File: src/rtl/logic_unit_pipe.sv
// logic_unit_pipe
//   Two-stage pipelined bitwise logic unit. It applies a 3-bit opcode to two
//   WIDTH-bit operands and returns the result together with zero and parity flags.
//   Both sides use a valid/ready handshake. Throughput is one beat per cycle,
//   and this holds under backpressure as well.
//
//   Build option: define LOGIC_POPCOUNT_EN to make op 111 return popcount(a).
//   When it is not defined, op 111 returns zero.
//
// Ports
//   clk, rst_n           clock, synchronous active-low reset
//   in_valid/in_ready    operand handshake (a, b, sel sampled on transfer)
//   out_valid/out_ready  result handshake (result, zero, parity)
//   busy                 at least one stage holds a beat
module logic_unit_pipe #(
    parameter int WIDTH = 16
) (
    input  logic             clk,
    input  logic             rst_n,
    input  logic             in_valid,
    output logic             in_ready,
    input  logic [WIDTH-1:0] a,
    input  logic [WIDTH-1:0] b,
    input  logic [2:0]       sel,
    output logic             out_valid,
    input  logic             out_ready,
    output logic [WIDTH-1:0] result,
    output logic             zero,
    output logic             parity,
    output logic             busy
);

    typedef struct packed {
        logic [WIDTH-1:0] a;
        logic [WIDTH-1:0] b;
        logic [2:0]       sel;
    } s1_t;

    logic             s1_v, s2_v;
    logic             s1_adv, s2_adv;
    s1_t              s1;
    logic [WIDTH-1:0] op_res;

    // A stage may take a new beat if it is empty or if its current beat
    // leaves in this same cycle. This lets a drain and a refill happen
    // together without inserting a bubble.
    assign s2_adv    = !s2_v || out_ready;
    assign s1_adv    = !s1_v || s2_adv;
    assign in_ready  = s1_adv;
    assign out_valid = s2_v;
    assign busy      = s1_v || s2_v;

    always_ff @(posedge clk) begin
        if (!rst_n) begin
            s1_v <= 1'b0;
            s1   <= '0;
        end else if (s1_adv) begin
            s1_v <= in_valid;
            if (in_valid) s1 <= '{a: a, b: b, sel: sel};
        end
    end

`ifdef LOGIC_POPCOUNT_EN
    logic [WIDTH-1:0] pop;
    always_comb begin
        pop = '0;
        for (int i = 0; i < WIDTH; i++) pop = pop + WIDTH'(s1.a[i]);
    end
`endif

    always_comb begin
        op_res = '0;
        case (s1.sel)
            3'b000: op_res = s1.a & s1.b;
            3'b001: op_res = s1.a | s1.b;
            3'b010: op_res = s1.a ^ s1.b;
            3'b011: op_res = ~(s1.a ^ s1.b);
            3'b100: op_res = ~s1.a;
            3'b101: op_res = ~(s1.a & s1.b);
            3'b110: op_res = ~(s1.a | s1.b);
            default: begin
`ifdef LOGIC_POPCOUNT_EN
                op_res = pop;
`else
                op_res = '0;
`endif
            end
        endcase
    end

    // Payload registers load only when a real beat moves in. As a result,
    // the outputs stay frozen while out_valid is held and out_ready is low.
    always_ff @(posedge clk) begin
        if (!rst_n) begin
            s2_v   <= 1'b0;
            result <= '0;
            zero   <= 1'b1;
            parity <= 1'b0;
        end else if (s2_adv) begin
            s2_v <= s1_v;
            if (s1_v) begin
                result <= op_res;
                zero   <= ~|op_res;
                parity <= ^op_res;
            end
        end
    end

endmodule
File: config.mk
export PLATFORM = sky130hd
export DESIGN_NAME = logic_unit_pipe
export DESIGN_NICKNAME = d
export VERILOG_FILES = /design/src/rtl/logic_unit_pipe.sv
export SDC_FILE = /design/constraint.sdc
export NUM_CORES = 1
export LEC_CHECK = 0
export CORE_AREA = 5 5 87 89
export DETAILED_ROUTE_END_ITERATION = 12
export DIE_AREA = 0 0 92 94
export GPL_TIMING_DRIVEN = 0
export MAX_ROUTING_LAYER = met4
export PLACE_DENSITY = 0.9
export SLEW_MARGIN = 20
export SYNTH_ARGS = -nofsm -noshare
export SYNTH_HDL_FRONTEND = slang
export SYNTH_SLANG_ARGS = --single-unit
File: constraint.sdc
create_clock -name clk -period 4.3 [get_ports clk]
set_input_delay 0.43 -clock clk [delete_from_list [all_inputs] [get_ports clk]]
set_output_delay 0.43 -clock clk [all_outputs]
set_load 0.01 [all_outputs]
==> results.json <==
{
  "final_cell_mix": "nand2_1, clkdlybuf4s50_1, dfxtp_1",
  "ys_seq_area_share_pct": 30.7,
  "critPathMaxFanout": 10,
  "yosys_warnings": 0,
  "synthCells": 419,
  "drt_iter0_drc": 297,
  "setup_viol": 0,
  "port_buffers": 58,
  "required_ns": 4.48,
  "critPathBufInv": 2,
  "rsz0062_at_grt": "false",
  "fin_skew_ns": 0.0113,
  "slew_viol_final": 0,
  "antenna_found_initial": 0,
  "drt_wl_total_mm": 9.17,
  "antennaDiodeCount": 0,
  "grt_overflow": 0,
  "ys_types": 28,
  "grt.met2_usage_pct": 39.0,
  "viasPerCell": 5.65,
  "p_leak_nw": 1.73,
  "final_nets": 563,
  "finalSetupTns_ns": 0,
  "grt_max_degree": 17,
  "drive_above_1_share_pct": 9.71,
  "end_kind": "flip-flop",
  "grt.busiest_layer": "met2",
  "insertion_delay_ns": 0.31,
  "synth_nets": 498,
  "critPathSlowestCell": "dfxtp_1",
  "dpl_cell_area_um2": 4270,
  "maxCapViolations": 0,
  "num_vias": 3187,
  "postCtsSetupBuffers": 0,
  "cp-start-kind": "flip-flop",
  "numCtsBuffers": 5,
  "cpPeakStageDelay_ns": 0.37,
  "design_area_um2": 4380,
  "dieHeight_um": 94,
  "critPathMostFrequentCell": "xnor2_1",
  "postRouteAntennaNets": 0,
  "fin_crit_ns": 2.45,
  "pin_count": 60,
  "cts_root_buf": "clkbuf_8",
  "ys_seq_elements": 55,
  "dieArea_um2": 8650,
  "p_per_area_nw_per_um2": 297,
  "worstMarginPinSlew_ns": 0.488,
  "grtUsageTotal_pct": 22.4,
  "synth_area_um2": 3590,
  "yosysTopAreaCell": "dfxtp_1",
  "crit_family": "XOR/XNOR gates",
  "wl_per_cell_um": 16.3,
  "start_util_pct": 53.7,
  "slew_headroom_pct": 67.4,
  "met1_usage_pct": 26.7,
  "syn2layout_area_growth_pct": 21.9,
  "min_path_type": "flip-flop to flip-flop",
  "yosys-top-cells-area": "dfxtp_1, ha_1, nand2_1",
  "drc_errors": 0,
  "cts_resized": 0,
  "cts.clk_slew.worst_paths_ns": 0.10,
  "num_rows": 30,
  "gp_congestion": 0.868,
  "grt_pass1_vias": 3227,
  "ir_drop_mv": 0.185,
  "avgSynthCellArea_um2": 8.57,
  "cts_htree_levels": 2,
  "fin_crit_sh_pct": 56.9,
  "fp.dieW_um": 92,
  "max_freq_mhz": 408,
  "hold_buffers": 0,
  "coreArea_um2": 6680,
  "critPathKind": "flip-flop to flip-flop",
  "hold_viol_final": 0,
  "path_cells": "buf_6 -> buf_6 -> mux2i_1 -> o22ai_1 -> a221oi_2 -> ha_1 -> xnor2_1 -> xnor2_1 -> xnor2_1 -> a21oi_1",
  "cts_sinks": 55,
  "synth.top_cell.area_share_pct": 30.7,
  "grt_first_pass_wirelength_mm": 15.2,
  "final_common_cell": "nand2_1",
  "drtPass1Iterations": 4,
  "hpwl_mm": 6.87,
  "cts_tree": "done",
  "outcome": "finished clean",
  "gr-usage-met3_pct": 3.37,
  "max-clock-path-buffers": 2,
  "cp.arrival_ns": 2.63
}
==> cell usage after synthesis (all sizes together) <==
cell type,number
nand2,87
dfxtp,55
ha,40
a21boi,37
inv,34
o21ai,34
mux2i,32
buf,21
a21oi,17
a221oi,16
o22ai,16
clkbuf,10
xnor2,7
and2,2
nand3b,2
nand4,2
nor2b,2
or2,2
nand2b,1
nor2,1
o21a,1
==> metrics by stage <==
step	hold slack (ns)	worst slack [ns]	power [mW]	std cells	util (%)
CTS	0.494	1.90	1.30	564	65.5
floorplan	0.452	2.24	0.831	419	-
finish	0.503	1.85	1.30	564	65.5
detailed placement	0.481	1.93	0.961	557	63.9
global route	0.512	1.70	1.36	564	65.5
global placement	0.471	1.98	0.944	557	63.9
==> cell type report <==
type,count,area (µm²)
plain buffers,31,193
clock buffers,5,68.8
clock inverters,2,37.5
fillers,557,2300
inverters,34,128
multi-input cells,299,2170
flip-flops and latches,55,1100
well taps,80,100
repair buffers,58,581
==> where the power goes <==
part / internal, mW / leakage, nW / switching [mW]
logic: 0.195 / 1.23 / 0.192
clock network: 0.171 / 0.0502 / 0.174
registers: 0.543 / 0.453 / 0.0275
total: 0.908 / 1.73 / 0.393
==> flip-flops by register name, indices dropped and copies added, names as in the netlist <==
name	flops
s1	35
result	16
zero	1
s1_v	1
parity	1
out_valid	1
==> path summary, 6_finish.rpt <==
kind                            startpoint     end  slack [ns]  cells past startpoint
worst max register to register       s1[1]  parity        1.85                     10
worst min-delay path                 s1[6]   s1[6]        0.50                      2
worst min register to register       s1[6]   s1[6]        0.50                      2
worst max-delay path                 s1[1]  parity        1.85                     10
==> worst register-to-register path: stages, from the launching register on <==
cell      delay (ns)
dfxtp_1         0.37
buf_6           0.19
buf_6           0.21
mux2i_1         0.22
o22ai_1         0.12
a221oi_2        0.30
ha_1            0.30
xnor2_1         0.19
xnor2_1         0.18
xnor2_1         0.15
a21oi_1         0.08
==> logic make-up (layout without fill, tap and decap cells) <==
group | count (synthesis) | count (layout) | synth area share (%)
xor+xnor | 7 | 7 | 1.71
buf+inv | 65 | 130 | 8.92
mux | 32 | 32 | 8.92
simple gates | 99 | 99 | 11.3
fa+ha+maj | 40 | 40 | 13.9
compound gates | 121 | 121 | 24.5
flops | 55 | 55 | 30.7
==> layer usage <==
metal / share of wire, % / vias to the layer above
met5: 0 / -
met4: 1.3 / 0
met3: 5.3 / 14
met2: 49 / 112
met1: 45 / 1487
li1: - / 1574
No activity file was read; power rests on OpenSTA's default activity.
==> variant, RTL diff (same settings) <==
Make the reset (`rst_n`) asynchronous in 2 clocked blocks. Comments in the files are not updated.
--- a/src/rtl/logic_unit_pipe.sv
+++ b/src/rtl/logic_unit_pipe.sv
@@ -50,7 +50,7 @@
     assign out_valid = s2_v;
     assign busy      = s1_v || s2_v;
 
-    always_ff @(posedge clk) begin
+    always_ff @(posedge clk or negedge rst_n) begin
         if (!rst_n) begin
             s1_v <= 1'b0;
             s1   <= '0;
@@ -90,7 +90,7 @@
 
     // Payload registers load only when a real beat moves in. As a result,
     // the outputs stay frozen while out_valid is held and out_ready is low.
-    always_ff @(posedge clk) begin
+    always_ff @(posedge clk or negedge rst_n) begin
         if (!rst_n) begin
             s2_v   <= 1'b0;
             result <= '0;
Function: differs if rst_n is asserted again (counterexample within 4 cycles, from zero or initial values and one cycle with rst_n low); with rst_n held inactive, the same outputs for 10 cycles.
==> variant against the unedited design <==
Die area did not move; area after synthesis rose by 1.9%; setup slack lost 380 ps; critical path depth down 1; sequential cell count unchanged; critical endpoint is now parity; highest routed layer unchanged; critical path type unchanged; first-iteration DRC count rose by 15%; design area grew 0.97%; wire length fell by 5.7%.
Power is not compared: it rests on default switching activity, and its combinational part moved more than twofold at a synthesized area within 25%.
==> variant: results (changes against the unedited design) <==
status=complete, no violations (unchanged); Adder-Cell Fraction of Synth Area=13.68% (was 13.94%); Buffers excl. clock=85 (was 89); DP Wirelength=6.489 mm (was 6.867 mm); Seq/Total Area, Yosys=37.65% (was 30.67%); Hold WS=134.0 ps (was 502.6 ps); routed length per placed instance=17.78 µm (was 16.26 µm); DRT iter0 DRCs=343 (was 297); vias per cell=6.051 (was 5.651); Non-clock buffers, area share=16.45% (was 17.67%); Compound-Gate Fraction of Synth Area=18.81% (was 24.54%); Unique masters post-synth=32 (was 28); total track usage=21.32% (was 22.36%); drt first pass iters=5 (was 4); fraction of area in multi-input gates=45.67% (was 49.54%); #MultiIn Comb=227 (was 299); input/output buffers=59 (was 58); Placed Cells=480 (was 557); Worst R2R End=parity (unchanged); post-synthesis mux area share=15.90% (was 8.923%); Hold Crit Class=in -> async (was reg -> reg); critical path arrival=3030 ps (was 2630 ps); fraction of layout cells with a size suffix above 1=19.70% (was 9.711%); largest net degree at the start of global routing=56 (was 17); Worst Setup SP=s1[1] (unchanged); asr flop ratio synth=100.0% (was 0%); flop2flop setup slack=1470 ps (was 1850 ps); synth top area cells=dfrtp_1, mux2_2, ha_1 (was dfxtp_1, ha_1, nand2_1); crit path max-delay cell type=a22oi_1 (was dfxtp_1); Worst-Margin Slew=689.1 ps (was 488.5 ps); reg2reg path depth=9 (was 10); nets=486 (was 563); cell area after layout=0.004419 mm² (was 0.004377 mm²)
-- variant: cells by family after synthesis --
group / after synthesis
muxes: 51
AOI/OAI and AO/OA: 89
buffers and inverters: 59
xor gates and xnor gates: 7
adders and majority gates: 40
DFF: 55
and+or+nand+nor: 40
-- variant: report_power, final --
| group | switching (mW) | leakage (nW) | internal (mW) |
|---|---|---|---|
| Clock | 0.155 | 0.0371 | 0.109 |
| Combinational | 0.468 | 1.28 | 0.528 |
| Sequential | 0.0798 | 0.629 | 0.622 |
-- variant: per-stage QoR --
stage / worst slack [ps] / utilization, %
5_1_grt: 1339 / 66.14
6_report: 1468 / 66.14
3_5_place_dp: 1568 / 65.06
3_3_place_gp: 1253 / 65.09
4_1_cts: 1551 / 66.14
2_1_floorplan: 1973 / -
-- variant: routing by layer --
metal  up-vias  part of all wire, %  global-route usage, %
li1       1367                    -                      -
met1      1399                   42                  27.56
met2       148                   48                  34.06
met3        27                  7.7                  2.564
met4         0                  3.0                  9.158
met5         -                    0                      -
